[src/rtl/uart_pkg.sv]
// Shared types and frame constants for the UART buffer transmitter.
// 8N1 framing: one start bit, DATA_BITS data bits LSB first, STOP_BITS stop bits.
package uart_pkg;

    typedef enum logic [2:0] {
        IDLE,
        FETCH,
        LATCH,
        START,
        DATA,
        STOP
    } state_t;

    localparam int CLKS_PER_BIT_DEF = 868;
    localparam int DATA_BITS        = 8;
    localparam int STOP_BITS        = 1;

endpackage

[src/rtl/uart_baud_gen.sv]
// Bit-period counter: bit_end is high combinationally on the last cycle of each bit.
// Restarts from 0 whenever clear is high; holds while enable is low.
module uart_baud_gen #(
    parameter int CLKS_PER_BIT = 868
) (
    input  logic clk,
    input  logic rst,
    input  logic clear,
    input  logic enable,
    output logic bit_end
);

    localparam int CW = $clog2(CLKS_PER_BIT);

    logic [CW-1:0] cnt_q;
    logic [CW-1:0] cnt_d;

    assign bit_end = enable && (cnt_q == CW'(CLKS_PER_BIT - 1));

    always_comb begin
        cnt_d = cnt_q;
        if (clear) begin
            cnt_d = '0;
        end else if (enable) begin
            cnt_d = bit_end ? '0 : cnt_q + CW'(1);
        end
    end

    always_ff @(posedge clk) begin
        if (rst) begin
            cnt_q <= '0;
        end else begin
            cnt_q <= cnt_d;
        end
    end

endmodule

[src/rtl/uart_tx_streamer.sv]
// Streams len bytes from an external 1-cycle-latency BRAM onto an 8N1 serial line.
// Two idle-high cycles of fetch overhead per byte; start is ignored while busy.
module uart_tx_streamer
    import uart_pkg::*;
#(
    parameter int CLKS_PER_BIT = CLKS_PER_BIT_DEF,
    parameter int ADDR_W       = 10
) (
    input  logic              CLK,
    input  logic              RST,
    input  logic              start,
    input  logic [ADDR_W-1:0] base_addr,
    input  logic [ADDR_W-1:0] len,
    output logic [ADDR_W-1:0] mem_addr,
    input  logic [31:0]       mem_rd,
    output logic              tx,
    output logic              busy,
    output logic              done
);

    state_t            state_q, state_d;
    logic [ADDR_W-1:0] ptr_q, ptr_d;
    logic [ADDR_W-1:0] cnt_q, cnt_d;
    logic [7:0]        shreg_q, shreg_d;
    logic [2:0]        bit_idx_q, bit_idx_d;
    logic              done_q, done_d;

    logic bit_end;
    logic baud_en;
    logic last_byte;
    logic last_data_bit;
    logic last_stop_bit;
    logic unused_hi;

    // Only the low byte of each buffer word is payload.
    assign unused_hi = ^mem_rd[31:8];

    assign baud_en       = (state_q == START) || (state_q == DATA) || (state_q == STOP);
    assign last_byte     = (cnt_q == ADDR_W'(1));
    assign last_data_bit = (bit_idx_q == 3'(DATA_BITS - 1));
    assign last_stop_bit = (bit_idx_q == 3'(STOP_BITS - 1));

    uart_baud_gen #(
        .CLKS_PER_BIT(CLKS_PER_BIT)
    ) u_baud (
        .clk    (CLK),
        .rst    (RST),
        .clear  (state_d != state_q),
        .enable (baud_en),
        .bit_end(bit_end)
    );

    always_ff @(posedge CLK) begin
        if (RST) begin
            state_q <= IDLE;
        end else begin
            state_q <= state_d;
        end
    end

    always_comb begin
        state_d = state_q;
        case (state_q)
            IDLE:    if (start && (len != '0)) state_d = FETCH;
            FETCH:   state_d = LATCH;
            LATCH:   state_d = START;
            START:   if (bit_end) state_d = DATA;
            DATA:    if (bit_end && last_data_bit) state_d = STOP;
            STOP:    if (bit_end && last_stop_bit) state_d = last_byte ? IDLE : FETCH;
            default: state_d = IDLE;
        endcase
    end

    always_comb begin
        tx   = 1'b1;
        busy = (state_q != IDLE);
        case (state_q)
            START:   tx = 1'b0;
            DATA:    tx = shreg_q[bit_idx_q];
            default: tx = 1'b1;
        endcase
    end

    always_comb begin
        ptr_d     = ptr_q;
        cnt_d     = cnt_q;
        shreg_d   = shreg_q;
        bit_idx_d = bit_idx_q;
        done_d    = 1'b0;
        case (state_q)
            IDLE: begin
                if (start) begin
                    if (len != '0) begin
                        ptr_d = base_addr;
                        cnt_d = len;
                    end else begin
                        done_d = 1'b1;
                    end
                end
            end
            LATCH: begin
                shreg_d   = mem_rd[7:0];
                bit_idx_d = '0;
            end
            DATA: begin
                if (bit_end) bit_idx_d = bit_idx_q + 3'd1;
            end
            STOP: begin
                if (bit_end) begin
                    if (last_stop_bit) begin
                        bit_idx_d = '0;
                        cnt_d     = cnt_q - ADDR_W'(1);
                        ptr_d     = ptr_q + ADDR_W'(1);
                        done_d    = last_byte;
                    end else begin
                        bit_idx_d = bit_idx_q + 3'd1;
                    end
                end
            end
            default: ;
        endcase
    end

    always_ff @(posedge CLK) begin
        if (RST) begin
            ptr_q     <= '0;
            cnt_q     <= '0;
            shreg_q   <= '0;
            bit_idx_q <= '0;
            done_q    <= 1'b0;
        end else begin
            ptr_q     <= ptr_d;
            cnt_q     <= cnt_d;
            shreg_q   <= shreg_d;
            bit_idx_q <= bit_idx_d;
            done_q    <= done_d;
        end
    end

    assign mem_addr = ptr_q;
    assign done     = done_q;

endmodule

[config.mk]
export PLATFORM = sky130hd
export DESIGN_NAME = uart_tx_streamer
export DESIGN_NICKNAME = d
export VERILOG_FILES = /design/src/rtl/uart_pkg.sv /design/src/rtl/uart_baud_gen.sv /design/src/rtl/uart_tx_streamer.sv
export SDC_FILE = /design/constraint.sdc
export NUM_CORES = 1
export LEC_CHECK = 0
export ABC_AREA = 1
export CELL_PAD_IN_SITES_DETAIL_PLACEMENT = 0
export CELL_PAD_IN_SITES_GLOBAL_PLACEMENT = 1
export CORE_MARGIN = 3
export CORE_UTILIZATION = 34
export CTS_CLUSTER_DIAMETER = 120
export DETAILED_ROUTE_END_ITERATION = 10
export GPL_ROUTABILITY_DRIVEN = 0
export MAX_ROUTING_LAYER = met4
export PLACE_DENSITY = 0.9
export SETUP_SLACK_MARGIN = 0.02
export SYNTH_ARGS = -nofsm -noshare
export SYNTH_HDL_FRONTEND = slang
export SYNTH_SLANG_ARGS = --single-unit
[constraint.sdc]
create_clock -name CLK -period 2.2 [get_ports CLK]
set_input_delay 0.33 -clock CLK [delete_from_list [all_inputs] [get_ports CLK]]
set_output_delay 0.33 -clock CLK [all_outputs]
set_load 0.005 [all_outputs]
==> results of run 1 <==
==> placed cells by master (no fill, tap or decap), types with 2 or more instances in the layout <==
cell	n
nand3_1	33
dfxtp_2	3
mux2i_1	3
nor2_2	3
clkdlybuf4s50_1	42
clkbuf_8	6
xor2_1	9
o21ai_0	33
nand4_1	9
nor2_1	76
a31o_2	2
nand2_1	87
inv_1	38
nand2_2	7
dfxtp_1	41
o21ai_2	2
nor2_4	4
buf_4	7
a22oi_1	3
a21oi_1	23
ha_1	7
or2_2	5
nor3_1	2
nand3_2	2
a21oi_2	3
==> worst register-to-register path, cell delays in order, from the launching register on <==
cell and delay, ns:
dfxtp_1 0.52, inv_1 0.21, nor2_2 0.33, inv_1 0.12
o21ai_2 0.13, nand2_2 0.10, nor2_4 0.18, buf_4 0.17
o21ai_0 0.08, nor2_1 0.12
==> layout make-up <==
| type | instances | area [um2] |
|---|---|---|
| Inverter | 39 | 149 |
| Sequential cell | 45 | 908 |
| Multi-Input combinational cell | 321 | 1650 |
| Clock inverter | 2 | 37.5 |
| Fill cell | 795 | 4310 |
| Clock buffer | 6 | 82.6 |
| Timing Repair Buffer | 51 | 505 |
| Tap cell | 102 | 128 |
==> cell families (layout without fill, tap and decap cells) <==
kind of cell,Yosys count,in the layout
and+or+nand+nor,229,229
AOI/OAI and AO/OA,73,73
buffers and inverters,51,98
DFF,45,45
xor gates and xnor gates,9,9
adders and majority gates,7,7
muxes,3,3
==> path summary, 6_finish.rpt <==
path	end	slack, ns	cells past startpoint
worst min-delay path	shreg_q[1]$_SDFFE_PP0P_	0.47	2
worst max-delay path	cnt_q[0]$_SDFFE_PP0P_	0.19	9
worst min register to register	shreg_q[1]$_SDFFE_PP0P_	0.47	2
worst max register to register	cnt_q[0]$_SDFFE_PP0P_	0.19	9
==> state kept, by name, summed over array words and instances, names as in the netlist <==
signal / flops
cnt_q: 10
done: 1
state_q: 3
u_baud.cnt_q: 10
shreg_q: 8
mem_addr: 10
bit_idx_q: 3
==> metal layers <==
| layer | routed length [um] | share of wire [%] | track usage, % |
|---|---|---|---|
| met3 | 377 | 5.5 | 3.44 |
| met1 | 3250 | 47 | 20.4 |
| met2 | 3230 | 47 | 26.8 |
| met4 | 51 | 0.74 | 4.38 |
| met5 | 0 | 0 | - |
==> metrics by stage <==
stage	TNS [ns]	power, W	area [um2]	util, %
after detailed placement	0	0.00148	3310	42.6
after floorplan	0	0.00128	2750	-
after global routing	-0.00139	0.00228	3460	44.6
final	0	0.00215	3460	44.6
after CTS	0	0.00216	3440	44.3
after global placement	0	0.00148	3310	42.6
==> where the power goes <==
group	internal, W	switching (W)
clock	0.000370	0.000308
combinational	0.000247	0.000280
sequential	0.000879	0.0000681
total	0.00150	0.000657
==> timing repair <==
item                       CTS  global route
setup buffers                0             1
gates resized for setup      4             5
setup endpoints to repair    1            20
pin swaps                    0             1
==> reports/qor.csv, run 1 <==
stage,metric,value,unit
status,status,"complete, no violations",
power_and_ir_drop,ir_worst_vdd,0.381,mV
cts,cts_hold_buffers,0,
timing,post-route-period-util,91.2,%
yosys,ys_ff_latch,45,
timing,hold_viol,0,
setup_path,critPathLaunch,state_q[0]$_SDFF_PP0_,
routing,dr.pass1.iters,4,
global_routing,grt_max_degree,22,
timing,slew_viol_final,0,
yosys,synth_edf_count,0,
setup_path,crit_top_cell,inv_1,
yosys,synth_top_family_by_area,simple AND/OR/NAND/NOR gates,
routing,vias_per_cell,4.87,
placed_design,io_buffers,43,
timing,setup_ws,0.193,ns
setup_path,end_kind,flop,
setup_path,crit_required,2.44,ns
job,maxCapViolCount,0,
die,die_w,95.9,um
hold_path,hp-start,shreg_q[1]$_SDFFE_PP0P_,
placed_design,dp_slack,0.111,ns
die,pin_count,68,
yosys,synth_fa_ha_area_share,3.19,%
yosys,synth_most_common_cell,nand2_1,
routing,ant_nets,0,
cts,clk_pin_slew,0.10,ns
power_and_ir_drop,power_leakage,1.39,nW
finish,layout.nets,525,
global_routing,grt_overflow_total,0,
routing,drtIter0Drc,108,
die,fp-row-count,32,
yosys,synth_mux_area_share,1.09,%
cts,clock-sinks,45,
setup_path,arrival,2.25,ns
timing,slew_headroom,58.7,%
global_routing,grt_pass1_vias,2646,
routing,drc_errors,0,
yosys,synth_top_cell_area_share,32.8,%
finish,area_growth,25.9,%
cts,clock-root-buffer,clkbuf_8,
placed_design,dp_hpwl,5090,um
global_routing,grtUsageTotal,16.3,%
cts,htree_levels,2,
setup_path,cpPeakStageDelay,0.52,ns
yosys,yosysUniqueCellTypes,34,
setup_path,crit_family,simple AND/OR/NAND/NOR gates,
cts,ctsLongestPathBuffers,2,
yosys,synthXorXnorAreaFrac,2.87,%
placed_design,placedCellCount,557,
routing,dr_total_vias,2758,
finish,drive_gt1_share,11.2,%
yosys,syn_nets,479,
setup_path,path_cells,"inv_1, nor2_2, inv_1, o21ai_2, nand2_2, nor2_4, buf_4, o21ai_0, nor2_1",
timing,max_freq,0.498,GHz
timing,worst_slew_pin_slew,0.619,ns
setup_path,worstPathBufferInverterCount,3,
power_and_ir_drop,power_density,622,nW/um2
routing,wirelength,6920,um
timing,min_period,2.01,ns
setup_path,critPathKind,reg -> reg,
global_routing,grt_first_pass_wirelength,11800,um
yosys,synth.area.top_cells,"dfxtp_1 (33%), nand2_1 (12%), nor2_1 (11%), nand3_1 (6.0%), o21ai_0 (6.0%)",
timing,fin_skew,0.0123,ns
yosys,synth_top_area_cell,dfxtp_1,
finish,antenna_cells,0,
yosys,yosys_most_used_dff,dfxtp_1,
routing,post_drt_wl_per_cell,12.2,um
setup_path,r2r_start,state_q[0]$_SDFF_PP0_,
timing,setup_violations,0,
yosys,async_reset_ff_share,0,%
yosys,synthTopCellsByCount,"nand2_1 (87), nor2_1 (77), dfxtp_1 (45), inv_1 (38)",
die,die_y,95.9,um
yosys,synth_compound_area_share,15.5,%
yosys,syn_inst,417,
yosys,avgSynthCellArea,6.59,um2
setup_path,critPathMaxFanout,7,
die,start_util,35.4,%
die,die_area,9200,um2
cts,tritoncts,done,
timing,whs,0.465,ns
global_routing,antenna_found_initial,0,
finish,final_cells,566,
hold_path,min_path_type,reg -> reg,
setup_path,cp-start-kind,flop,
cts,clock_latency,0.31,ns
yosys,ys_seq_area_share,32.8,%
cts,cts_buffers,5,
yosys,yosysWarnings,0,
die,core_region_area,7770,um2
yosys,syn_area,2750,um2
yosys,synth-simple-area-share,36.8,%
setup_path,crit_slowest_cell,dfxtp_1,
Power figures use the tool's default switching activity.
==> run 2: changes to the inputs <==
--- a/config.mk
+++ b/config.mk
@@ -6,15 +6,13 @@
 export NUM_CORES = 1
 export LEC_CHECK = 0
 export ABC_AREA = 1
-export CELL_PAD_IN_SITES_DETAIL_PLACEMENT = 0
-export CELL_PAD_IN_SITES_GLOBAL_PLACEMENT = 1
 export CORE_MARGIN = 3
-export CORE_UTILIZATION = 34
+export CORE_UTILIZATION = 50
 export CTS_CLUSTER_DIAMETER = 120
 export DETAILED_ROUTE_END_ITERATION = 10
 export GPL_ROUTABILITY_DRIVEN = 0
 export MAX_ROUTING_LAYER = met4
-export PLACE_DENSITY = 0.9
+export PLACE_DENSITY = 0.92
 export SETUP_SLACK_MARGIN = 0.02
 export SYNTH_ARGS = -nofsm -noshare
 export SYNTH_HDL_FRONTEND = slang
==> constraint.sdc (replaced) <==
create_clock -name CLK -period 2.2 [get_ports CLK]
set_input_delay 0.33 -clock CLK [delete_from_list [all_inputs] [get_ports CLK]]
set_output_delay 0.33 -clock CLK [all_outputs]
set_load 0.05 [all_outputs]
==> run 2 against run 1 <==
Net effect:
- maximum frequency is 0.97% lower
- combinational power rose by 17%
- clock power decreased by 22%
- critical path type is now reg -> out
- largest cell class unchanged
- critical endpoint is now tx
- global-route usage up 5.8 points
- hold slack lost 0.0039 ns
- wire length is 4.5% lower
- largest power group unchanged
==> reports/qor.csv, run 2 (synthesis gave the netlist of run 1 again) <==
stage,metric,value,unit,change
power_and_ir_drop,ir_worst_vdd,0.449,mV,was 0.381 mV
timing,fin_skew,0.0102,ns,was 0.0123 ns
routing,ant_nets,0,,unchanged
finish,final_cell_area,3360,um2,was 3460 um2
finish,fillers,468,,was 795
cts,tritoncts,done,,unchanged
finish,layout_commonest_cell,nand2_1,,unchanged
timing,whs,0.461,ns,was 0.465 ns
setup_path,cpPeakStageDelay,0.51,ns,was 0.52 ns
setup_path,cp-start-kind,flop,,unchanged
power_and_ir_drop,power_leakage,1.36,nW,was 1.39 nW
routing,dr_total_vias,2878,,"was 2,758"
timing,max_freq,0.493,GHz,was 0.498 GHz
finish,antenna_cells,0,,unchanged
timing,post-route-period-util,92.1,%,was 91.2%
job,maxCapViolCount,0,,unchanged
timing,setup_violations,0,,unchanged
cts,cts_hold_buffers,0,,unchanged
routing,post_drt_wl_per_cell,12.4,um,was 12.2 um
setup_path,crit_slowest_cell,dfxtp_1,,unchanged
die,die_area,6420,um2,was 9200 um2
status,status,"complete, no violations",,unchanged
die,start_util,52.8,%,was 35.4%
setup_path,arrival,1.70,ns,was 2.25 ns
placed_design,placed_area,3260,um2,was 3310 um2
setup_path,critPathKind,reg -> out,,was reg -> reg
power_and_ir_drop,power_density,623,nW/um2,was 622 nW/um2
cts,clock-sinks,45,,unchanged
cts,cts_buffers,5,,unchanged
timing,slew_viol_final,0,,unchanged
global_routing,grt_first_pass_wirelength,11300,um,"was 11,800 um"
finish,final_cells,531,,was 566
cts,ctsLongestPathBuffers,2,,unchanged
global_routing,antenna_found_initial,0,,unchanged
cts,post-cts-setup-buffers,0,,unchanged
setup_path,end_kind,output port,,was flop
global_routing,grt_overflow_total,0,,unchanged
placed_design,placedCellCount,523,,was 557
die,fp-row-count,26,,was 32
power_and_ir_drop,total_power,0.00209,W,was 0.00215 W
global_routing,grt_max_degree,24,,was 22
finish,drive_gt1_share,10.2,%,was 11.2%
setup_path,path_cells,"nand2_2, nor2_1, nand3_1, o21ai_0, buf_12",,"was inv_1, nor2_2, inv_1, o21ai_2, nand2_2, nor2_4, buf_4, o21ai_0, nor2_1"
timing,rsz0062_at_grt,true,,
setup_path,worstPathBufferInverterCount,1,,was 3
cts,clk_pin_slew,0.09,ns,was 0.10 ns
finish,layout.nets,522,,was 525
finish,most-common-layout-cells,"nand2_1 (86), nor2_1 (77), dfxtp_1 (44), clkdlybuf4s50_1 (41), inv_1 (38)",,"was nand2_1 (87), nor2_1 (76), clkdlybuf4s50_1 (42), dfxtp_1 (41), inv_1 (38)"
cts,clock_latency,0.31,ns,about the same
routing,vias_per_cell,5.42,,was 4.87
setup_path,crit_required,1.87,ns,was 2.44 ns
timing,slew_headroom,62.2,%,was 58.7%
timing,worst_slew_pin_slew,0.564,ns,was 0.619 ns
die,die_y,80.1,um,was 95.9 um
routing,drc_errors,0,,unchanged
setup_path,crit_family,simple AND/OR/NAND/NOR gates,,unchanged
finish,area_growth,22.3,%,was 25.9%
timing,min_period,2.03,ns,was 2.01 ns
die,pin_count,68,,unchanged
cts,cts_resized,0,,was 4
cts,htree_levels,2,,unchanged
timing,finalSetupTns,0,ns,unchanged
die,core_region_area,5200,um2,was 7770 um2
global_routing,grtUsageTotal,22.2,%,was 16.3%
routing,drtIter0Drc,192,,was 108
setup_path,critPathMaxFanout,6,,was 7
hold_path,min_path_type,reg -> reg,,unchanged
die,die_w,80.1,um,was 95.9 um
placed_design,io_buffers,43,,unchanged
cts,clock-root-buffer,clkbuf_8,,unchanged
routing,wirelength,6610,um,was 6920 um
placed_design,dp_hpwl,4880,um,was 5090 um
global_routing,grt_pass1_vias,2771,,"was 2,646"
routing,dr.pass1.iters,5,,was 4
timing,hold_viol,0,,unchanged
run 2: through the flow:
| stage | util, % | setup slack, ns |
|---|---|---|
| 2_1_floorplan | - | 0.110 |
| 3_3_place_gp | 62.6 | 0.201 |
| 3_5_place_dp | 62.6 | 0.128 |
| 4_1_cts | 64.3 | 0.0944 |
| 5_1_grt | 64.6 | 0.0129 |
| 6_report | 64.6 | 0.173 |
run 2: where the power goes:
part / leakage (nW) / internal (W) / switching, W
clock: 0.0374 / 0.000224 / 0.000302
sequential: 0.369 / 0.000881 / 0.0000686
combinational: 0.957 / 0.000240 / 0.000379
total: 1.36 / 0.00134 / 0.000750
run 2: layout make-up:
class / instances / area (um2) / share of cell area, %
Inverter: 39 / 149 / 4.43
Timing Repair Buffer: 48 / 488 / 14.5
Tap cell: 70 / 87.6 / 2.61
Clock inverter: 2 / 15.0 / 0.447
Clock buffer: 6 / 72.6 / 2.16
Sequential cell: 45 / 902 / 26.8
Multi-Input combinational cell: 321 / 1650 / 49.0
run 2: final timing paths:
check                           slack, ns                    startpoint                       end  cells past startpoint
worst max-delay path                 0.17         state_q[2]$_SDFF_PP0_                        tx                      5
worst min-delay path                 0.46       shreg_q[1]$_SDFFE_PP0P_   shreg_q[1]$_SDFFE_PP0P_                      2
worst max register to register       0.22  u_baud.cnt_q[0]$_SDFFE_PP0P_  mem_addr[4]$_SDFFE_PP0P_                     13
worst min register to register       0.46       shreg_q[1]$_SDFFE_PP0P_   shreg_q[1]$_SDFFE_PP0P_                      2
run 2: worst register-to-register path, stage by stage, from the launching register on:
cell and delay (ns):
dfxtp_1 0.40, ha_1 0.19, inv_1 0.09, nor2_4 0.18, inv_1 0.09, nor2_4 0.19, nand3_2 0.09, nand2_2 0.13
nand2_2 0.08, nor2_4 0.11, buf_12 0.17, nand2_1 0.06, nand2_1 0.07, a21oi_2 0.04
run 2: per-layer routing:
layer,share of wire (%),up-vias,track usage (%)
met5,0,-,-
met2,51,111,41.1
li1,-,1442,-
met3,6.2,17,3.25
met1,41,1308,24.3
met4,1.5,0,6.76
==> run 3: changes to the inputs <==
--- a/config.mk
+++ b/config.mk
@@ -14,6 +14,7 @@
 export MAX_ROUTING_LAYER = met4
 export PLACE_DENSITY = 0.92
 export SETUP_SLACK_MARGIN = 0.02
+export SLEW_MARGIN = 20
 export SYNTH_ARGS = -nofsm -noshare
 export SYNTH_HDL_FRONTEND = slang
 export SYNTH_SLANG_ARGS = --single-unit
==> constraint.sdc (replaced) <==
create_clock -name CLK -period 2.3 [get_ports CLK]
set_input_delay 0.345 -clock CLK [delete_from_list [all_inputs] [get_ports CLK]]
set_output_delay 0.345 -clock CLK [all_outputs]
set_load 0.05 [all_outputs]
==> run 3 against run 2 <==
Net effect:
- sequential share of layout area is essentially flat
- utilization decreased by 0.14 points
- first-iteration DRC count up 4.2%
- die area unchanged
- worst setup slack better by 0.067 ns
- via count fell by 1.6%
- global-route usage increased by 0.088 points
- clock-buffer cell count is 1 lower
- final cell count unchanged
- critical path type unchanged
- largest power group unchanged
==> reports/qor.csv, run 3 (synthesis gave the netlist of run 1 again) <==
stage,metric,value,unit,change
timing,fin_skew,0.0132,ns,was 0.0102 ns
timing,post-route-period-util,89.6,%,
power_and_ir_drop,total_power,0.00200,W,was 0.00209 W
die,pin_count,68,,unchanged
power_and_ir_drop,power_density,598,nW/um2,was 623 nW/um2
routing,post_drt_wl_per_cell,12.4,um,about the same
global_routing,grt_max_degree,24,,unchanged
placed_design,io_buffers,43,,unchanged
setup_path,end_kind,output port,,unchanged
timing,max_freq,0.485,GHz,
setup_path,critPathKind,reg -> out,,unchanged
setup_path,critPathMaxFanout,6,,unchanged
routing,drtIter0Drc,200,,was 192
setup_path,arrival,1.72,ns,was 1.70 ns
status,status,"complete, no violations",,unchanged
routing,vias_per_cell,5.33,,was 5.42
timing,setup_violations,0,,unchanged
global_routing,grtUsageTotal,22.3,%,was 22.2%
die,fp-row-count,26,,unchanged
cts,clock_latency,0.31,ns,about the same
placed_design,placedCellCount,523,,unchanged
setup_path,crit_required,1.96,ns,was 1.87 ns
cts,cts_hold_buffers,0,,unchanged
global_routing,grt_pass1_vias,2742,,"was 2,771"
finish,layout_commonest_cell,nand2_1,,unchanged
cts,htree_levels,2,,unchanged
setup_path,r2r_slack,0.30,ns,was 0.22 ns
die,die_area,6420,um2,unchanged
finish,drive_gt1_share,9.76,%,was 10.2%
routing,ant_nets,0,,unchanged
finish,area_growth,22.0,%,was 22.3%
finish,antenna_cells,0,,unchanged
timing,hold_viol,0,,unchanged
timing,slew_viol_final,0,,unchanged
timing,whs,0.462,ns,was 0.461 ns
die,core_region_area,5200,um2,unchanged
die,die_y,80.1,um,unchanged
timing,finalSetupTns,0,ns,unchanged
power_and_ir_drop,power_leakage,1.37,nW,was 1.36 nW
cts,tritoncts,done,,unchanged
hold_path,min_path_type,reg -> reg,,unchanged
global_routing,grt_first_pass_wirelength,11400,um,"was 11,300 um"
cts,ctsLongestPathBuffers,2,,unchanged
cts,clk_pin_slew,0.10,ns,was 0.09 ns
setup_path,cp-start-kind,flop,,unchanged
finish,layout.nets,522,,unchanged
cts,clock-root-buffer,clkbuf_8,,unchanged
timing,slew_headroom,62.0,%,was 62.2%
finish,finish.utilization,64.4,%,was 64.6%
timing,min_period,2.06,ns,
die,die_w,80.1,um,unchanged
routing,dr_total_vias,2832,,"was 2,878"
global_routing,antenna_found_initial,0,,unchanged
cts,cts_buffers,5,,unchanged
power_and_ir_drop,ir_worst_vdd,0.425,mV,was 0.449 mV
global_routing,grt_overflow_total,0,,unchanged
routing,dr.pass1.iters,5,,unchanged
finish,fillers,453,,was 468
placed_design,dp_hpwl,4760,um,was 4880 um
finish,most-common-layout-cells,"nand2_1 (87), nor2_1 (77), dfxtp_1 (45), clkdlybuf4s50_1 (41), inv_1 (38)",,"was nand2_1 (86), nor2_1 (77), dfxtp_1 (44), clkdlybuf4s50_1 (41), inv_1 (38)"
routing,drc_errors,0,,unchanged
die,start_util,52.8,%,unchanged
cts,clock-sinks,45,,unchanged
routing,wirelength,6590,um,was 6610 um
timing,rsz0062_at_grt,false,,was true
job,maxCapViolCount,0,,unchanged
finish,final_cells,531,,unchanged
timing,worst_slew_pin_slew,0.570,ns,was 0.564 ns
-- run 3: cell types whose count changed in the layout (fill, tap and decap cells not counted), sizes merged --
cell         change
clkinv           +3
clkinvlp         -2
buf              -1
clkbuf           -1
dlygate4sd2      +1
-- run 3: cell type report --
type	instances	area [um2]	share of cell area [%]
inverters	39	149	4.44
repair buffers	48	480	14.3
clock buffers	5	68.8	2.05
flip-flops and latches	45	901	26.9
clock inverters	3	22.5	0.672
multi-input cells	321	1640	49.0
well taps	70	87.6	2.61
-- run 3: repair_timing --
item	in CTS	in global routing
setup buffers	0	0
gates resized for setup	1	2
setup endpoints to repair	1	4
-- run 3: power breakdown --
part	switching, W	internal, W
sequential	0.0000664	0.000842
combinational	0.000357	0.000222
clock	0.000300	0.000216
-- run 3: stage by stage --
stage	setup slack (ns)	instance area (um2)
finish	0.240	3350
global route	0.0458	3350
CTS	0.206	3340
detailed placement	0.245	3250
global placement	0.298	3250
floorplan	0.195	2750
-- run 3: routing by layer --
layer	GRT usage, %	vias to the layer above	share of wire (%)
li1	-	1444	-
met1	26.2	1275	44
met2	37.9	100	49
met3	3.70	13	4.9
met4	8.61	0	1.9
met5	-	-	0
-- run 3: critical path, stage by stage (launching register included) --
cell	delay [ns]
dfxtp_1	0.49
nand2_2	0.15
nor2_1	0.29
nand3_1	0.12
o21ai_0	0.17
buf_12	0.19
-- run 3: worst paths after layout --
path / startpoint / end / depth (start not counted)
max: state_q[2]$_SDFF_PP0_ / tx / 5
min reg2reg: shreg_q[1]$_SDFFE_PP0P_ / shreg_q[1]$_SDFFE_PP0P_ / 2
min: shreg_q[1]$_SDFFE_PP0P_ / shreg_q[1]$_SDFFE_PP0P_ / 2
max reg2reg: u_baud.cnt_q[0]$_SDFFE_PP0P_ / u_baud.cnt_q[1]$_SDFFE_PP0P_ / 12
